File: src/rtl/latch_bank_wr_ctrl_if.sv
`default_nettype none
// +----------------------------------------------------------------------------+
// | Module : latch_bank_wr_ctrl_if                                             |
// | Brief  : Write-request and latch-bank bus of latch_bank_wr_ctrl.           |
// |          LATWR_PARITY_EN widens lat_d by one parity bit.                   |
// | Rev    : 1.0  initial release                                              |
// +----------------------------------------------------------------------------+
interface latch_bank_wr_ctrl_if #(
  parameter int WIDTH  = 8,
  parameter int NWORDS = 4
);
  localparam int AW = (NWORDS > 1) ? $clog2(NWORDS) : 1;
`ifdef LATWR_PARITY_EN
  localparam int DW = WIDTH + 1;
`else
  localparam int DW = WIDTH;
`endif

  logic              wr_valid;
  logic              wr_ready;
  logic [AW-1:0]     wr_addr;
  logic [WIDTH-1:0]  wr_data;
  logic              clr_req;
  logic [DW-1:0]     lat_d;
  logic [NWORDS-1:0] lat_e;
  logic              lat_rn;
  logic              busy;
  logic              err_oor;

  modport master (
    output wr_valid, wr_addr, wr_data, clr_req,
    input  wr_ready, lat_d, lat_e, lat_rn, busy, err_oor
  );

  modport slave (
    input  wr_valid, wr_addr, wr_data, clr_req,
    output wr_ready, lat_d, lat_e, lat_rn, busy, err_oor
  );
endinterface
`default_nettype wire

File: src/rtl/latch_bank_wr_ctrl.sv
`default_nettype none
// +----------------------------------------------------------------------------+
// | Module : latch_bank_wr_ctrl                                                |
// | Brief  : Sequences setup/open/hold writes and bank clears for a latch bank.|
// |          Optional macro LATWR_PARITY_EN appends even parity to lat_d.      |
// | Rev    : 1.0  initial release                                              |
// +----------------------------------------------------------------------------+
module latch_bank_wr_ctrl #(
  parameter int WIDTH     = 8,
  parameter int NWORDS    = 4,
  parameter int SETUP_CYC = 1,
  parameter int OPEN_CYC  = 1,
  parameter int HOLD_CYC  = 1,
  parameter int CLR_CYC   = 2
) (
  input  logic                clk,
  input  logic                rst,
  latch_bank_wr_ctrl_if.slave bus
);
  localparam int AW = (NWORDS > 1) ? $clog2(NWORDS) : 1;
`ifdef LATWR_PARITY_EN
  localparam int DW = WIDTH + 1;
`else
  localparam int DW = WIDTH;
`endif

  localparam logic [3:0] c_setup_ld = 4'(SETUP_CYC - 1);
  localparam logic [3:0] c_open_ld  = 4'(OPEN_CYC - 1);
  localparam logic [3:0] c_hold_ld  = 4'(HOLD_CYC - 1);
  localparam logic [3:0] c_clr_ld   = 4'(CLR_CYC - 1);

  typedef enum logic [2:0] {
    S_IDLE  = 3'd0,
    S_SETUP = 3'd1,
    S_OPEN  = 3'd2,
    S_HOLD  = 3'd3,
    S_CLR   = 3'd4
  } state_t;

  state_t            state_q, state_d;
  logic [3:0]        cnt_q, cnt_d;
  logic [AW-1:0]     addr_q, addr_d;
  logic [DW-1:0]     lat_d_q, lat_d_d;
  logic [NWORDS-1:0] lat_e_q, lat_e_d;
  logic              lat_rn_q, lat_rn_d;
  logic              wr_ready_q, wr_ready_d;
  logic              busy_q, busy_d;
  logic              err_oor_q, err_oor_d;

  logic [DW-1:0]     w_wr_word;
  logic [NWORDS-1:0] w_addr_onehot;
  logic              w_addr_oor;

`ifdef LATWR_PARITY_EN
  assign w_wr_word = {^bus.wr_data, bus.wr_data};
`else
  assign w_wr_word = bus.wr_data;
`endif

  assign w_addr_oor = ({1'b0, bus.wr_addr} >= (AW+1)'(NWORDS));

  // An out-of-range captured address decodes to all zeros, so its sequence never opens a latch.
  always_comb begin
    w_addr_onehot = '0;
    for (int i = 0; i < NWORDS; i++) begin
      w_addr_onehot[i] = (addr_q == AW'(i));
    end
  end

  always_comb begin
    state_d   = state_q;
    cnt_d     = (cnt_q == 4'd0) ? 4'd0 : cnt_q - 4'd1;
    addr_d    = addr_q;
    lat_d_d   = lat_d_q;
    err_oor_d = 1'b0;

    case (state_q)
      S_IDLE: begin
        if (bus.clr_req) begin
          state_d = S_CLR;
          cnt_d   = c_clr_ld;
        end else if (bus.wr_valid && wr_ready_q) begin
          state_d   = S_SETUP;
          cnt_d     = c_setup_ld;
          addr_d    = bus.wr_addr;
          lat_d_d   = w_wr_word;
          err_oor_d = w_addr_oor;
        end
      end
      S_SETUP: if (cnt_q == 4'd0) begin
        state_d = S_OPEN;
        cnt_d   = c_open_ld;
      end
      S_OPEN: if (cnt_q == 4'd0) begin
        state_d = S_HOLD;
        cnt_d   = c_hold_ld;
      end
      S_HOLD: if (cnt_q == 4'd0) begin
        state_d = S_IDLE;
        cnt_d   = 4'd0;
      end
      S_CLR: if (cnt_q == 4'd0) begin
        state_d = S_IDLE;
        cnt_d   = 4'd0;
      end
      default: begin
        state_d = S_CLR;
        cnt_d   = c_clr_ld;
      end
    endcase

    // Outputs are decoded from the next state so every port comes straight from a flop.
    wr_ready_d = (state_d == S_IDLE);
    busy_d     = (state_d != S_IDLE);
    lat_rn_d   = (state_d != S_CLR);
    lat_e_d    = (state_d == S_OPEN) ? w_addr_onehot : '0;
  end

  always_ff @(posedge clk or posedge rst) begin
    if (rst) begin
      state_q    <= S_CLR;
      cnt_q      <= c_clr_ld;
      addr_q     <= '0;
      lat_d_q    <= '0;
      lat_e_q    <= '0;
      lat_rn_q   <= 1'b0;
      wr_ready_q <= 1'b0;
      busy_q     <= 1'b1;
      err_oor_q  <= 1'b0;
    end else begin
      state_q    <= state_d;
      cnt_q      <= cnt_d;
      addr_q     <= addr_d;
      lat_d_q    <= lat_d_d;
      lat_e_q    <= lat_e_d;
      lat_rn_q   <= lat_rn_d;
      wr_ready_q <= wr_ready_d;
      busy_q     <= busy_d;
      err_oor_q  <= err_oor_d;
    end
  end

  assign bus.wr_ready = wr_ready_q;
  assign bus.lat_d    = lat_d_q;
  assign bus.lat_e    = lat_e_q;
  assign bus.lat_rn   = lat_rn_q;
  assign bus.busy     = busy_q;
  assign bus.err_oor  = err_oor_q;
endmodule
`default_nettype wire
File: src/flat_wrapper.sv
// flat-port wrapper written by rule: the top's interface ports become plain ports
module latch_bank_wr_ctrl_flat 
#(
  parameter int WIDTH     = 8,
  parameter int NWORDS    = 4,
  parameter int SETUP_CYC = 1,
  parameter int OPEN_CYC  = 1,
  parameter int HOLD_CYC  = 1,
  parameter int CLR_CYC   = 2
)
  (clk, rst, bus_wr_valid, bus_wr_addr, bus_wr_data, bus_clr_req, bus_wr_ready, bus_lat_d, bus_lat_e, bus_lat_rn, bus_busy, bus_err_oor);
  latch_bank_wr_ctrl_if #(.WIDTH(WIDTH), .NWORDS(NWORDS)) bus_i ();
  input  logic clk;
  input  logic rst;
  input wire logic [$bits(bus_i.wr_valid)-1:0] bus_wr_valid;
  input wire logic [$bits(bus_i.wr_addr)-1:0] bus_wr_addr;
  input wire logic [$bits(bus_i.wr_data)-1:0] bus_wr_data;
  input wire logic [$bits(bus_i.clr_req)-1:0] bus_clr_req;
  output wire logic [$bits(bus_i.wr_ready)-1:0] bus_wr_ready;
  output wire logic [$bits(bus_i.lat_d)-1:0] bus_lat_d;
  output wire logic [$bits(bus_i.lat_e)-1:0] bus_lat_e;
  output wire logic [$bits(bus_i.lat_rn)-1:0] bus_lat_rn;
  output wire logic [$bits(bus_i.busy)-1:0] bus_busy;
  output wire logic [$bits(bus_i.err_oor)-1:0] bus_err_oor;
  assign bus_i.wr_valid = bus_wr_valid;
  assign bus_i.wr_addr = bus_wr_addr;
  assign bus_i.wr_data = bus_wr_data;
  assign bus_i.clr_req = bus_clr_req;
  assign bus_wr_ready = bus_i.wr_ready;
  assign bus_lat_d = bus_i.lat_d;
  assign bus_lat_e = bus_i.lat_e;
  assign bus_lat_rn = bus_i.lat_rn;
  assign bus_busy = bus_i.busy;
  assign bus_err_oor = bus_i.err_oor;
  latch_bank_wr_ctrl #(.WIDTH(WIDTH), .NWORDS(NWORDS), .SETUP_CYC(SETUP_CYC), .OPEN_CYC(OPEN_CYC), .HOLD_CYC(HOLD_CYC), .CLR_CYC(CLR_CYC)) u_core (.clk(clk), .rst(rst), .bus(bus_i));
endmodule
File: config.mk
export PLATFORM = sky130hd
export DESIGN_NAME = latch_bank_wr_ctrl_flat
export DESIGN_NICKNAME = d
export VERILOG_FILES = /design/src/rtl/latch_bank_wr_ctrl_if.sv /design/src/rtl/latch_bank_wr_ctrl.sv /design/src/flat_wrapper.sv
export SDC_FILE = /design/constraint.sdc
export NUM_CORES = 1
export LEC_CHECK = 0
export BUFFER_PORTS_ARGS = -buffer_cell sky130_fd_sc_hd__buf_2
export CORE_ASPECT_RATIO = 1.5
export CORE_MARGIN = 1.5
export CORE_UTILIZATION = 50
export DETAILED_ROUTE_END_ITERATION = 10
export GPL_ROUTABILITY_DRIVEN = 0
export PLACE_DENSITY = 0.74
export SLEW_MARGIN = 20
export SYNTH_ARGS = -nofsm -noshare
export SYNTH_HDL_FRONTEND = slang
export SYNTH_SLANG_ARGS = --single-unit
File: constraint.sdc
create_clock -name clk -period 2.05 [get_ports clk]
set_input_delay 0.41 -clock clk [delete_from_list [all_inputs] [get_ports clk]]
set_output_delay 0.41 -clock clk [all_outputs]
set_load 0.02 [all_outputs]
* Yosys cells after proc, flatten, opt, wreduce, memory -nomap -nowiden
Index checks and enable logic that the tools add are counted.
** Cells by class
- Mux-type cells :: 12
- Equality and inequality tests :: 9
- Bitwise logic cells :: 1
- Reductions and logical operators :: 9
- Add/subtract/negate cells :: 1
** Operators with widths (count)
- $mux 4 :: 5
- $mux 3 :: 5
- $pmux 3 s4 :: 1
- $eq 3x2->1 const B :: 3
- $pmux 4 s2 :: 1
- $logic_not 3->1 :: 2
- $eq 2x2->1 const B :: 2
- $logic_not 4->1 :: 1
- $reduce_or 4->1 :: 1
- $sub 4x1->4 const B :: 1
- $eq 3x1->1 const B :: 1
- $eq 3x3->1 const B :: 1
- $ne 3x3->1 const B :: 1
- $reduce_and 3->1 :: 1
- $reduce_bool 3->1 :: 1
- $eq 2x1->1 const B :: 1
- $logic_not 2->1 :: 1
- $reduce_or 2->1 :: 1
- $logic_and 1x1->1 :: 1
- $not 1->1 :: 1
** Storage, ports and cells
- Register bits after elaboration :: 24
- Word-level logic and storage cells :: 40
- Input port bits :: 14

* Longest topological paths before layout
Gate-level depths: netlist of the first run.
- Word-level depth :: 6
- Depth in mapped cells :: 4
- Gate-level depth less buffers :: 3

* Least setup slack after synthesis of the first run
OpenSTA, ideal clock, no wires.
- Path type :: register to register
- Start :: register u_core.state_q[1]
- End :: register u_core.addr_q[0]
- Data required time :: 1925 ps
- Cell stages (with the launch flop) :: 5
- Period minus slack after synthesis :: 1591 ps
- Library setup time :: 125 ps
- Buffers on the path :: 1
- Slack :: 459 ps
- Data arrival time :: 1466 ps
- Cell sequence :: dfrtp_1 -> or3_4 -> nor3_4 -> buf_6 -> mux2_2
** On the way
- Longest elaborated chain between the ends :: 2
** RTL lines
- start: declaration :: line latch_bank_wr_ctrl.sv:40 : state_t state_q, state_d;
- start signal: assignment :: line latch_bank_wr_ctrl.sv:131 : state_q <= state_d;
- $logic_not 3->1 :: line latch_bank_wr_ctrl.sv:77 : case (state_q)
- $reduce_and 3->1 (no line)
- end signal: assignment :: line latch_bank_wr_ctrl.sv:133 : addr_q <= addr_d;
- end: declaration :: line latch_bank_wr_ctrl.sv:42 : logic [AW-1:0] addr_q, addr_d;
No other way between the ends.
A chain may end at the register's enable or synchronous reset.

* Worst setup path in the final report of the first run
- Start :: register u_core.state_q[1]
- End :: register u_core.lat_d_q[6] (netlist: u_core.bus.lat_d[6])
** On the way
- Longest elaborated chain between the ends :: 2
** RTL lines
- $logic_not 3->1 :: line latch_bank_wr_ctrl.sv:77
- $reduce_and 3->1 (no line)
- end signal: assignment :: line latch_bank_wr_ctrl.sv:134 : lat_d_q <= lat_d_d;
- end: declaration :: line latch_bank_wr_ctrl.sv:43 : logic [DW-1:0] lat_d_q, lat_d_d;
No other way between the ends.

==> run_results.csv, run 1 <==
group,metric,value,unit
cells_and_area,fin_area,1270,um^2
floorplanning,num_rows,20,
power,total_leakage_power,0.618,nW
cells_and_area,nets,130,
synth,syn-cell-area,1080,um^2
sta,period_share,85.8,%
clock_tree,path_clk_slew,130,ps
hold_path,hold_path_class,"in -> async",
synth,ys_seq_elements,24,
grt,grt_pass1_wl,2920,um
critical_path,r2r_slack,290,ps
power,power_density,1490,nW/um^2
critical_path,cp.required,2260,ps
critical_path,critical-path-max-stage-delay,500,ps
critical_path,r2r-end,"u_core.bus.lat_d[6]$_DFFE_PP0P_",
critical_path,cp-end-kind,"register",
status,status,"completed",
critical_path,worstSetupStartpoint,"u_core.state_q[1]$_DFF_PP0_",
critical_path,cp_max_fo,12,
critical_path,critPathBufInv,1,
sta,fin_setup_tns,0,ps
critical_path,start_kind,"register",
placement,placed_area,1220,um^2
critical_path,crit_chain,"or3_4 > nor3_4 > buf_4 > mux2_2",
clock_tree,ctsHoldBuffers,0,
sta,slew_violations,0,
placement,hpwl,1450,um
grt,grt.overflow.total,0,
cells_and_area,fill_cells,166,
cells_and_area,n_antenna_cell,0,
grt,grt_max_degree,15,
placement,numPortBuffers,28,
sta,setup_viol,0,
synth,yosysSeqAreaShare,56.0,%
synth,synth_cells,85,
grt,grt_pass1_vias,729,
floorplanning,initial_core_util,53.3,%
critical_path,cp-endpoint,"u_core.bus.lat_d[6]$_DFFE_PP0P_",
critical_path,cp.depth,4,
clock_tree,cts_tree,"done",
critical_path,cp.arrival,1970,ps
route,vias,752,
clock_tree,cts.sinks,24,
route,detail_route.wl_per_cell,13.1,um
route,dr.pass1.iters,4,
grt,grt_antenna_before_repair,0,
sta,fin_skew,3.74,ps
grt,grt_use_total,17.6,%
floorplanning,die_w,40.9,um
run,drv_cap,0,
clock_tree,ctsResizeCount,0,
route,via_per_inst,5.49,
clock_tree,clk_latency,310,ps
floorplanning,die_area,2450,um^2
clock_tree,cts_root_buf,"clkbuf_4",
critical_path,crit_family,"simple AND/OR/NAND/NOR gates",
synth,synthArstFlopShare,100,%
critical_path,critPathSlowestCell,"dfrtp_1",
route,first_iter_violations,6,
sta,fmax,0.568,GHz
synth,ys.warnings.count,0,
synth,synth_fp_nets,99,
clock_tree,cts_max_path_buffers,2,
route,drc,0,
critical_path,reg2reg_from,"u_core.state_q[1]$_DFF_PP0_",
floorplanning,boundaryPins,30,
synth,synth.avg_cell_area,12.7,um^2
synth,synth_cell_types,34,
sta,grt_setup_unrepaired,"no",
route,postRouteAntennaNets,0,
route,wl,1790,um
cells_and_area,area_delta_synth_final,17.8,%
synth,synth_ff_type,"dfrtp_1",
clock_tree,post_cts.repair.setup_buffers,0,
cells_and_area,drive_gt1_share,47.0,%
critical_path,reg2regPathDepth,4,
sta,hold_violations,0,
synth,synth_edf_count,0,
floorplanning,die_h,59.9,um
clock_tree,cts_buffers,3,
power,ir_drop,0.864,mV
critical_path,worst-setup-path-type,"reg -> reg",
clock_tree,htreeDepth,1,
sta,fin_crit,1760,ps
floorplanning,core,2030,um^2
[metal layers]
layer,routed length (um),track usage (%),part of all wire (%),vias up
met5,0,0,0,-
met3,61,2.60,3.4,4
met4,27,8.57,1.5,0
li1,-,-,-,363
met1,715,19.5,40,366
met2,986,30.6,55,19
[synthesized netlist by cell type (2+ instances only)]
master / number / area (um^2)
a21oi_1: 4 / 20.0
buf_4: 2 / 15.0
dfrtp_1: 21 / 526
dfstp_2: 3 / 78.8
inv_1: 4 / 15.0
mux2_2: 10 / 113
mux2i_1: 2 / 20.0
nand2_1: 3 / 11.3
nand3_1: 2 / 10.0
nor2_1: 6 / 22.5
nor4b_1: 2 / 17.5
nor4bb_1: 2 / 20.0
o21ai_0: 3 / 15.0
[sequential cells by signal (all words and copies together) (netlist names)]
signal and cells:
u_core.bus.lat_d 8, u_core.bus.lat_e 4, u_core.cnt_q 4, u_core.state_q 3, u_core.addr_q 2, u_core.bus.busy 1
u_core.bus.lat_rn 1, u_core.bus.wr_ready 1
[cells by family (layout without fill, tap and decap cells)]
group | count (synthesis) | in the layout | share of synthesized area [%]
simple gates | 25 | 25 | 16.2
flops | 24 | 24 | 56.0
compound gates | 13 | 13 | 8.34
mux | 12 | 12 | 12.3
buf+inv | 9 | 39 | 6.02
other cells | 1 | 1 | 0.347
xor+xnor | 1 | 1 | 0.811
[layout make-up]
type / count / area (um^2) / area share, %
clock inverter: 1 / 30.0 / 2.36
timing repair buffer: 31 / 163 / 12.8
tap: 22 / 27.5 / 2.16
multi-input combinational: 52 / 410 / 32.3
clock buffer: 3 / 22.5 / 1.77
sequential: 24 / 604 / 47.5
inverter: 4 / 15.0 / 1.18
[report_power, final]
group          switching [W]  internal (W)
combinational       0.000398      0.000348
clock               0.000135      0.000198
sequential          0.000156      0.000667
total               0.000688       0.00121
[cell usage in the layout (no fill, tap or decap), types with 3 or more instances in the layout]
cell,instances
clkbuf_4,3
buf_4,3
mux2_2,10
dfstp_2,3
inv_1,4
dfrtp_1,21
nand2_1,3
a21oi_1,4
o21ai_0,3
nor2_1,6
buf_2,28
[metrics by stage]
| step | instances | setup slack [ps] | power [W] | hold slack (ps) | utilization (%) |
|---|---|---|---|---|---|
| 2_1_floorplan | 85 | 459 | 0.00138 | 422 | - |
| 3_3_place_gp | 133 | 320 | 0.00156 | 424 | 60.2 |
| 3_5_place_dp | 133 | 296 | 0.00159 | 427 | 60.2 |
| 4_1_cts | 137 | 278 | 0.00192 | 76.7 | 62.8 |
| 5_1_grt | 137 | 199 | 0.00203 | 82.6 | 62.8 |
| 6_report | 137 | 291 | 0.00190 | 64.1 | 62.8 |
[how the worst min path moves through the flow]
stage | end | slack, ps | cells past startpoint
2_1_floorplan | u_core.addr_q[0]$_DFFE_PP0P_ | 420 | 1
3_3_place_gp | u_core.bus.lat_d[6]$_DFFE_PP0P_ | 420 | 2
3_5_place_dp | u_core.bus.lat_d[0]$_DFFE_PP0P_ | 430 | 2
4_1_cts | u_core.bus.lat_d[0]$_DFFE_PP0P_ | 80 | 2
5_1_grt | u_core.bus.lat_d[6]$_DFFE_PP0P_ | 80 | 2
6_report | u_core.bus.lat_d[6]$_DFFE_PP0P_ | 60 | 2
(Power assumes the default switching activity.)
==> inputs of run 2 (changes only) <==
--- a/config.mk
+++ b/config.mk
@@ -8,10 +8,11 @@
 export BUFFER_PORTS_ARGS = -buffer_cell sky130_fd_sc_hd__buf_2
 export CORE_ASPECT_RATIO = 1.5
 export CORE_MARGIN = 1.5
-export CORE_UTILIZATION = 50
+export CORE_UTILIZATION = 48
 export DETAILED_ROUTE_END_ITERATION = 10
 export GPL_ROUTABILITY_DRIVEN = 0
-export PLACE_DENSITY = 0.74
+export GPL_TIMING_DRIVEN = 0
+export PLACE_DENSITY = 0.71
 export SLEW_MARGIN = 20
 export SYNTH_ARGS = -nofsm -noshare
 export SYNTH_HDL_FRONTEND = slang
==> run_results.csv, run 2 (same netlist as run 1, synthesis figures left out) <==
group,metric,value,unit
status,status,"completed",
floorplanning,die_area,2550,um^2
critical_path,worst-setup-path-type,"reg -> reg",
sta,fin_hold_ws,252,ps
critical_path,cp_max_fo,10,
cells_and_area,mostFrequentLayoutCell,"buf_2",
critical_path,start_kind,"register",
route,wl,1900,um
grt,grt_use_total,16.9,%
run,drv_cap,0,
power,total_leakage_power,0.618,nW
clock_tree,clk_latency,320,ps
floorplanning,num_rows,20,
clock_tree,cts_tree,"done",
clock_tree,ctsHoldBuffers,0,
sta,fmax,0.580,GHz
power,power_density,1410,nW/um^2
critical_path,cp.required,2260,ps
clock_tree,cts_buffers,3,
route,first_iter_violations,27,
grt,grt-busiest-layer,"met2",
sta,fin_crit,1720,ps
critical_path,r2r_slack,330,ps
cells_and_area,largest_reg_flops,8,
grt,grt.overflow.total,0,
clock_tree,htreeDepth,1,
placement,hpwl,1430,um
sta,grt_setup_unrepaired,"no",
clock_tree,cts_root_buf,"clkbuf_4",
critical_path,r2r-end,"u_core.bus.lat_d[4]$_DFFE_PP0P_",
grt,grt_max_degree,25,
sta,fin_setup_tns,0,ps
floorplanning,boundaryPins,30,
cells_and_area,fill_cells,192,
cells_and_area,final_cell_mix,"28 x buf_2, 21 x dfrtp_1, 10 x mux2_2",
sta,fin_skew,6.99,ps
cells_and_area,drive_gt1_share,46.2,%
route,vias,780,
hold_path,hold_path_class,"in -> async",
critical_path,reg2regPathDepth,4,
grt,use_met2,31.0,%
route,via_per_inst,5.61,
critical_path,cp-end-kind,"register",
clock_tree,ctsResizeCount,0,
floorplanning,die_h,61.1,um
clock_tree,path_clk_slew,120,ps
route,detail_route.wl_per_cell,13.7,um
floorplanning,die_w,41.7,um
route,postRouteAntennaNets,0,
sta,hold_violations,0,
sta,relSlewSlack,41.0,%
cells_and_area,area_delta_synth_final,18.0,%
critical_path,reg2reg_from,"u_core.state_q[1]$_DFF_PP0_",
placement,numPortBuffers,28,
clock_tree,post_cts.repair.setup_buffers,0,
clock_tree,cts.sinks,24,
route,dr.pass1.iters,4,
floorplanning,initial_core_util,52.0,%
power,ir_drop,0.835,mV
floorplanning,core,2080,um^2
route,drc,0,
grt,grt_use_met1,17.7,%
critical_path,cp.arrival,1940,ps
cells_and_area,n_antenna_cell,0,
grt,grt_pass1_vias,773,
sta,tightestPinTransition,885,ps
grt,grt_antenna_before_repair,0,
sta,slew_violations,0,
sta,setup_viol,0,
cells_and_area,nets,132,
grt,grt_pass1_wl,3120,um
sta,period_share,84.1,%
grt,met3_usage,2.64,%
clock_tree,cts_max_path_buffers,2,
## run 2: cell type report
| class | count | area, um^2 | area share [%] |
|---|---|---|---|
| sequential | 24 | 604 | 47.4 |
| multi-input combinational | 52 | 410 | 32.2 |
| timing repair buffer | 28 | 140 | 11.0 |
| buffer | 5 | 50.0 | 3.93 |
| tap | 22 | 27.5 | 2.16 |
| clock buffer | 4 | 26.3 | 2.06 |
| inverter | 4 | 15.0 | 1.18 |
## run 2: critical path, stage by stage (launching register included)
cell,delay (ps)
dfrtp_1,420
or3_4,420
nor3_4,250
buf_6,190
mux2_2,340
## run 2: worst max-delay path by stage
stage                                 endpoint  slack (ps)                   startpoint
2_1_floorplan     u_core.addr_q[0]$_DFFE_PP0P_         460  u_core.state_q[1]$_DFF_PP0_
3_3_place_gp      u_core.addr_q[0]$_DFFE_PP0P_         350  u_core.state_q[1]$_DFF_PP0_
3_5_place_dp   u_core.bus.lat_d[4]$_DFFE_PP0P_         330  u_core.state_q[1]$_DFF_PP0_
4_1_cts        u_core.bus.lat_d[4]$_DFFE_PP0P_         300  u_core.state_q[1]$_DFF_PP0_
5_1_grt        u_core.bus.lat_d[7]$_DFFE_PP0P_         250  u_core.state_q[1]$_DFF_PP0_
6_report       u_core.bus.lat_d[4]$_DFFE_PP0P_         330  u_core.state_q[1]$_DFF_PP0_
## run 2: per-layer routing
layer | vias up | wire length [um] | share of wire (%)
li1 | 368 | - | -
met1 | 379 | 795 | 42
met2 | 29 | 968 | 51
met3 | 4 | 95 | 5.0
met4 | 0 | 44 | 2.3
met5 | - | 0 | 0
## run 2: stage by stage
step	std cells	total power (W)	setup slack [ps]	util [%]	instance area, um^2
2_1_floorplan	85	0.00138	459	-	1080
3_3_place_gp	135	0.00157	346	60.1	1250
3_5_place_dp	135	0.00160	329	60.1	1250
4_1_cts	139	0.00182	305	61.3	1270
5_1_grt	139	0.00192	254	61.3	1270
6_report	139	0.00180	325	61.3	1270
## run 2: where the power goes
group	internal [W]	switching, W	total [W]
Sequential	0.000667	0.000118	0.000785
Combinational	0.000367	0.000437	0.000804
Clock	0.0000762	0.000135	0.000211
Total	0.00111	0.000689	0.00180
==> inputs of run 3 (changes only) <==
--- a/config.mk
+++ b/config.mk
@@ -5,14 +5,15 @@
 export SDC_FILE = /design/constraint.sdc
 export NUM_CORES = 1
 export LEC_CHECK = 0
+export ABC_AREA = 1
 export BUFFER_PORTS_ARGS = -buffer_cell sky130_fd_sc_hd__buf_2
 export CORE_ASPECT_RATIO = 1.5
 export CORE_MARGIN = 1.5
-export CORE_UTILIZATION = 48
+export CORE_UTILIZATION = 45
 export DETAILED_ROUTE_END_ITERATION = 10
 export GPL_ROUTABILITY_DRIVEN = 0
 export GPL_TIMING_DRIVEN = 0
-export PLACE_DENSITY = 0.71
+export PLACE_DENSITY = 0.7
 export SLEW_MARGIN = 20
 export SYNTH_ARGS = -nofsm -noshare
 export SYNTH_HDL_FRONTEND = slang
==> constraint.sdc (replaced) <==
create_clock -name clk -period 1.4 [get_ports clk]
set_input_delay 0.28 -clock clk [delete_from_list [all_inputs] [get_ports clk]]
set_output_delay 0.28 -clock clk [all_outputs]
set_load 0.02 [all_outputs]
==> run_results.csv, run 3 <==
group,metric,value,unit
cells_and_area,mostFrequentLayoutCell,"nand2_1",
clock_tree,cts_max_path_buffers,2,
power,combPwrFrac,51.8,%
critical_path,reg2regPathDepth,8,
critical_path,cp-endpoint,"u_core.bus.lat_e[3]$_DFF_PP0_",
synth,yosys.area_share.xor_xnor,1.57,%
synth,yosysTopAreaCellShare,47.1,%
synth,synth_top_family_by_area,"simple AND/OR/NAND/NOR gates",
sta,fin_crit,1330,ps
synth,synth_largest_area_cell,"dfrtp_1",
sta,fmax,0.750,GHz
sta,relSlewSlack,42.4,%
status,status,"completed",
critical_path,worst-setup-path-type,"reg -> reg",
grt,grt_use_met1,16.4,%
grt,grt_max_degree,25,
floorplanning,num_rows,21,
synth,synth.avg_cell_area,8.58,um^2
route,drc,0,
clock_tree,cts_buffers,3,
cells_and_area,register_area,604,um^2
power,total_leakage_power,0.788,nW
cells_and_area,n_antenna_cell,0,
floorplanning,die_h,64.0,um
synth,yosysSeqAreaShare,54.2,%
clock_tree,cts_tree,"done",
synth,synth_cell_types,19,
critical_path,reg2reg_from,"u_core.state_q[2]$_DFF_PP1_",
sta,hold_violations,0,
sta,fin_skew,0.632,ps
route,wl,1990,um
cells_and_area,largest_reg_flops,8,
synth,ys_seq_elements,24,
placement,placed_area,1280,um^2
floorplanning,boundaryPins,30,
synth,synthArstFlopShare,100,%
power,power_density,2190,nW/um^2
synth,syn-cell-area,1110,um^2
critical_path,r2r_slack,70,ps
clock_tree,cts.sinks,24,
grt,grt_use_total,15.6,%
power,pwr-share-seq,38.0,%
grt,grt.overflow.total,0,
clock_tree,cts_root_buf,"clkbuf_4",
power,intPower,0.00171,W
synth,synth_common_cells,"34 x nand2_1, 21 x dfrtp_1, 15 x nor2_1",
cells_and_area,finalNonFillerCells,190,
cells_and_area,fin_area,1370,um^2
cells_and_area,final_cell_mix,"34 x nand2_1, 28 x buf_2, 21 x dfrtp_1",
cells_and_area,area_delta_synth_final,22.4,%
sta,setup_viol,0,
power,p_switching,0.00128,W
cells_and_area,nets,182,
sta,tightestPinTransition,863,ps
synth,synthAdderAreaFrac,0,%
route,dr.pass1.iters,4,
synth,synth.mux.area_fraction,0,%
critical_path,r2r-end,"u_core.bus.lat_e[3]$_DFF_PP0_",
sta,grt_setup_unrepaired,"yes",
power,switching_share,43.0,%
route,vias,903,
synth,synth_edf_count,0,
floorplanning,core,2290,um^2
grt,use_met2,29.0,%
hold_path,hold_path_class,"in -> async",
clock_tree,path_clk_slew,120,ps
power,pwr-share-clk,10.1,%
grt,grt-busiest-layer,"met2",
synth,synth_cells,130,
synth,synth_ff_type,"dfrtp_1",
synth,yosys.area_share.simple,32.8,%
synth,yosysMostFrequentCell,"nand2_1",
clock_tree,clk_latency,300,ps
synth,ys.warnings.count,0,
sta,period_share,95.3,%
route,postRouteAntennaNets,0,
cells_and_area,fill_cells,194,
cells_and_area,drive_gt1_share,38.9,%
run,drv_cap,0,
route,detail_route.wl_per_cell,10.5,um
placement,hpwl,1530,um
grt,grt_pass1_vias,826,
grt,met3_usage,1.69,%
synth,synth_fp_nets,144,
floorplanning,die_w,43.6,um
floorplanning,die_area,2790,um^2
clock_tree,htreeDepth,1,
cells_and_area,multi_input_area,433,um^2
critical_path,start_kind,"register",
route,via_per_inst,4.75,
sta,slew_violations,0,
route,first_iter_violations,22,
critical_path,cp.required,1650,ps
floorplanning,initial_core_util,48.8,%
critical_path,cp_max_fo,5,
critical_path,cp.arrival,1580,ps
critical_path,cp-end-kind,"register",
synth,synth_compound_area_share,3.70,%
grt,grt_antenna_before_repair,0,
placement,placed_cells,181,
critical_path,worstSetupStartpoint,"u_core.state_q[2]$_DFF_PP1_",
grt,grt_pass1_wl,3280,um
power,ir_drop,1.23,mV
synth,synth_area_leaders,"dfrtp_1 47%, nand2_1 11%, dfstp_2 7.1%, nand3_1 5.4%, nor2_1 5.1%",
placement,numPortBuffers,28,
[run 3: cell count changes after synthesis, moves of 7 or more]
cell / before / now
mux2_2: 10 / 0
nor2_1: 6 / 15
nand2_1: 3 / 34
inv_1: 4 / 13
nor2_2: 0 / 7
nand3_1: 2 / 12
nand2_2: 0 / 7
[run 3: area by class of cell]
class / count / area share (%)
buffer: 2 / 1.37
clock buffer: 4 / 1.92
inverter: 17 / 4.67
multi-input combinational: 87 / 31.7
sequential: 24 / 44.3
tap: 23 / 2.11
timing repair buffer: 33 / 13.9
[run 3: cells by family (layout without fill, tap and decap cells)]
group	after synthesis	in the layout
other	1	1
AND/OR/NAND/NOR	78	78
AO/OA/AOI/OAI	6	6
buffers and inverters	19	56
flip-flops	24	24
XOR/XNOR	2	2
[run 3: critical path, stage by stage, from the launching register on]
cell and delay (ps):
dfstp_2 590, inv_2 70, nand2_2 60, nor2_1 40, nand2_1 120, nand2_2 80, nor2_4 140, nand2_4 90
nor2_2 90
[run 3: metal layers]
metal	vias up	share of wire, %
li1	466	-
met1	413	36
met2	19	59
met3	5	2.9
met4	0	2.0
met5	-	0
[run 3: worst min path at each step]
| stage | startpoint | end | slack (ps) |
|---|---|---|---|
| 2_1_floorplan | rst | u_core.addr_q[0]$_DFFE_PP0P_ | 290 |
| 3_3_place_gp | u_core.bus.lat_d[5]$_DFFE_PP0P_ | u_core.bus.lat_d[5]$_DFFE_PP0P_ | 450 |
| 3_5_place_dp | u_core.bus.lat_d[2]$_DFFE_PP0P_ | u_core.bus.lat_d[2]$_DFFE_PP0P_ | 460 |
| 4_1_cts | rst | u_core.bus.lat_e[2]$_DFF_PP0_ | 170 |
| 5_1_grt | bus_wr_data[6] | u_core.bus.lat_d[6]$_DFFE_PP0P_ | 190 |
| 6_report | rst | u_core.bus.lat_e[2]$_DFF_PP0_ | 130 |
[run 3: repair_timing]
item,4_1_cts,5_1_grt
endpoints found under the setup margin,0,10
gates resized for setup,0,1
hold buffers,0,0
buffers inserted,0,5
[run 3: power by group through the flow]
stage / combinational, W / sequential [W] / clock (W)
2_1_floorplan: 0.000813 / 0.00134 / 0
3_3_place_gp: 0.00132 / 0.00114 / 0
3_5_place_dp: 0.00136 / 0.00115 / 0
4_1_cts: 0.00136 / 0.00114 / 0.000312
5_1_grt: 0.00173 / 0.00117 / 0.000342
6_report: 0.00155 / 0.00114 / 0.000302
[run 3: metrics by stage]
step / util, % / total power [W] / hold slack, ps / setup slack [ps] / setup TNS [ps]
2_1_floorplan: - / 0.00216 / 292 / 116 / 0
3_3_place_gp: 56.2 / 0.00246 / 450 / 96.6 / 0
3_5_place_dp: 56.2 / 0.00251 / 457 / 62.0 / 0
4_1_cts: 57.3 / 0.00281 / 168 / 41.7 / 0
5_1_grt: 59.7 / 0.00324 / 194 / -24.1 / -46.1
6_report: 59.7 / 0.00299 / 131 / 65.9 / 0
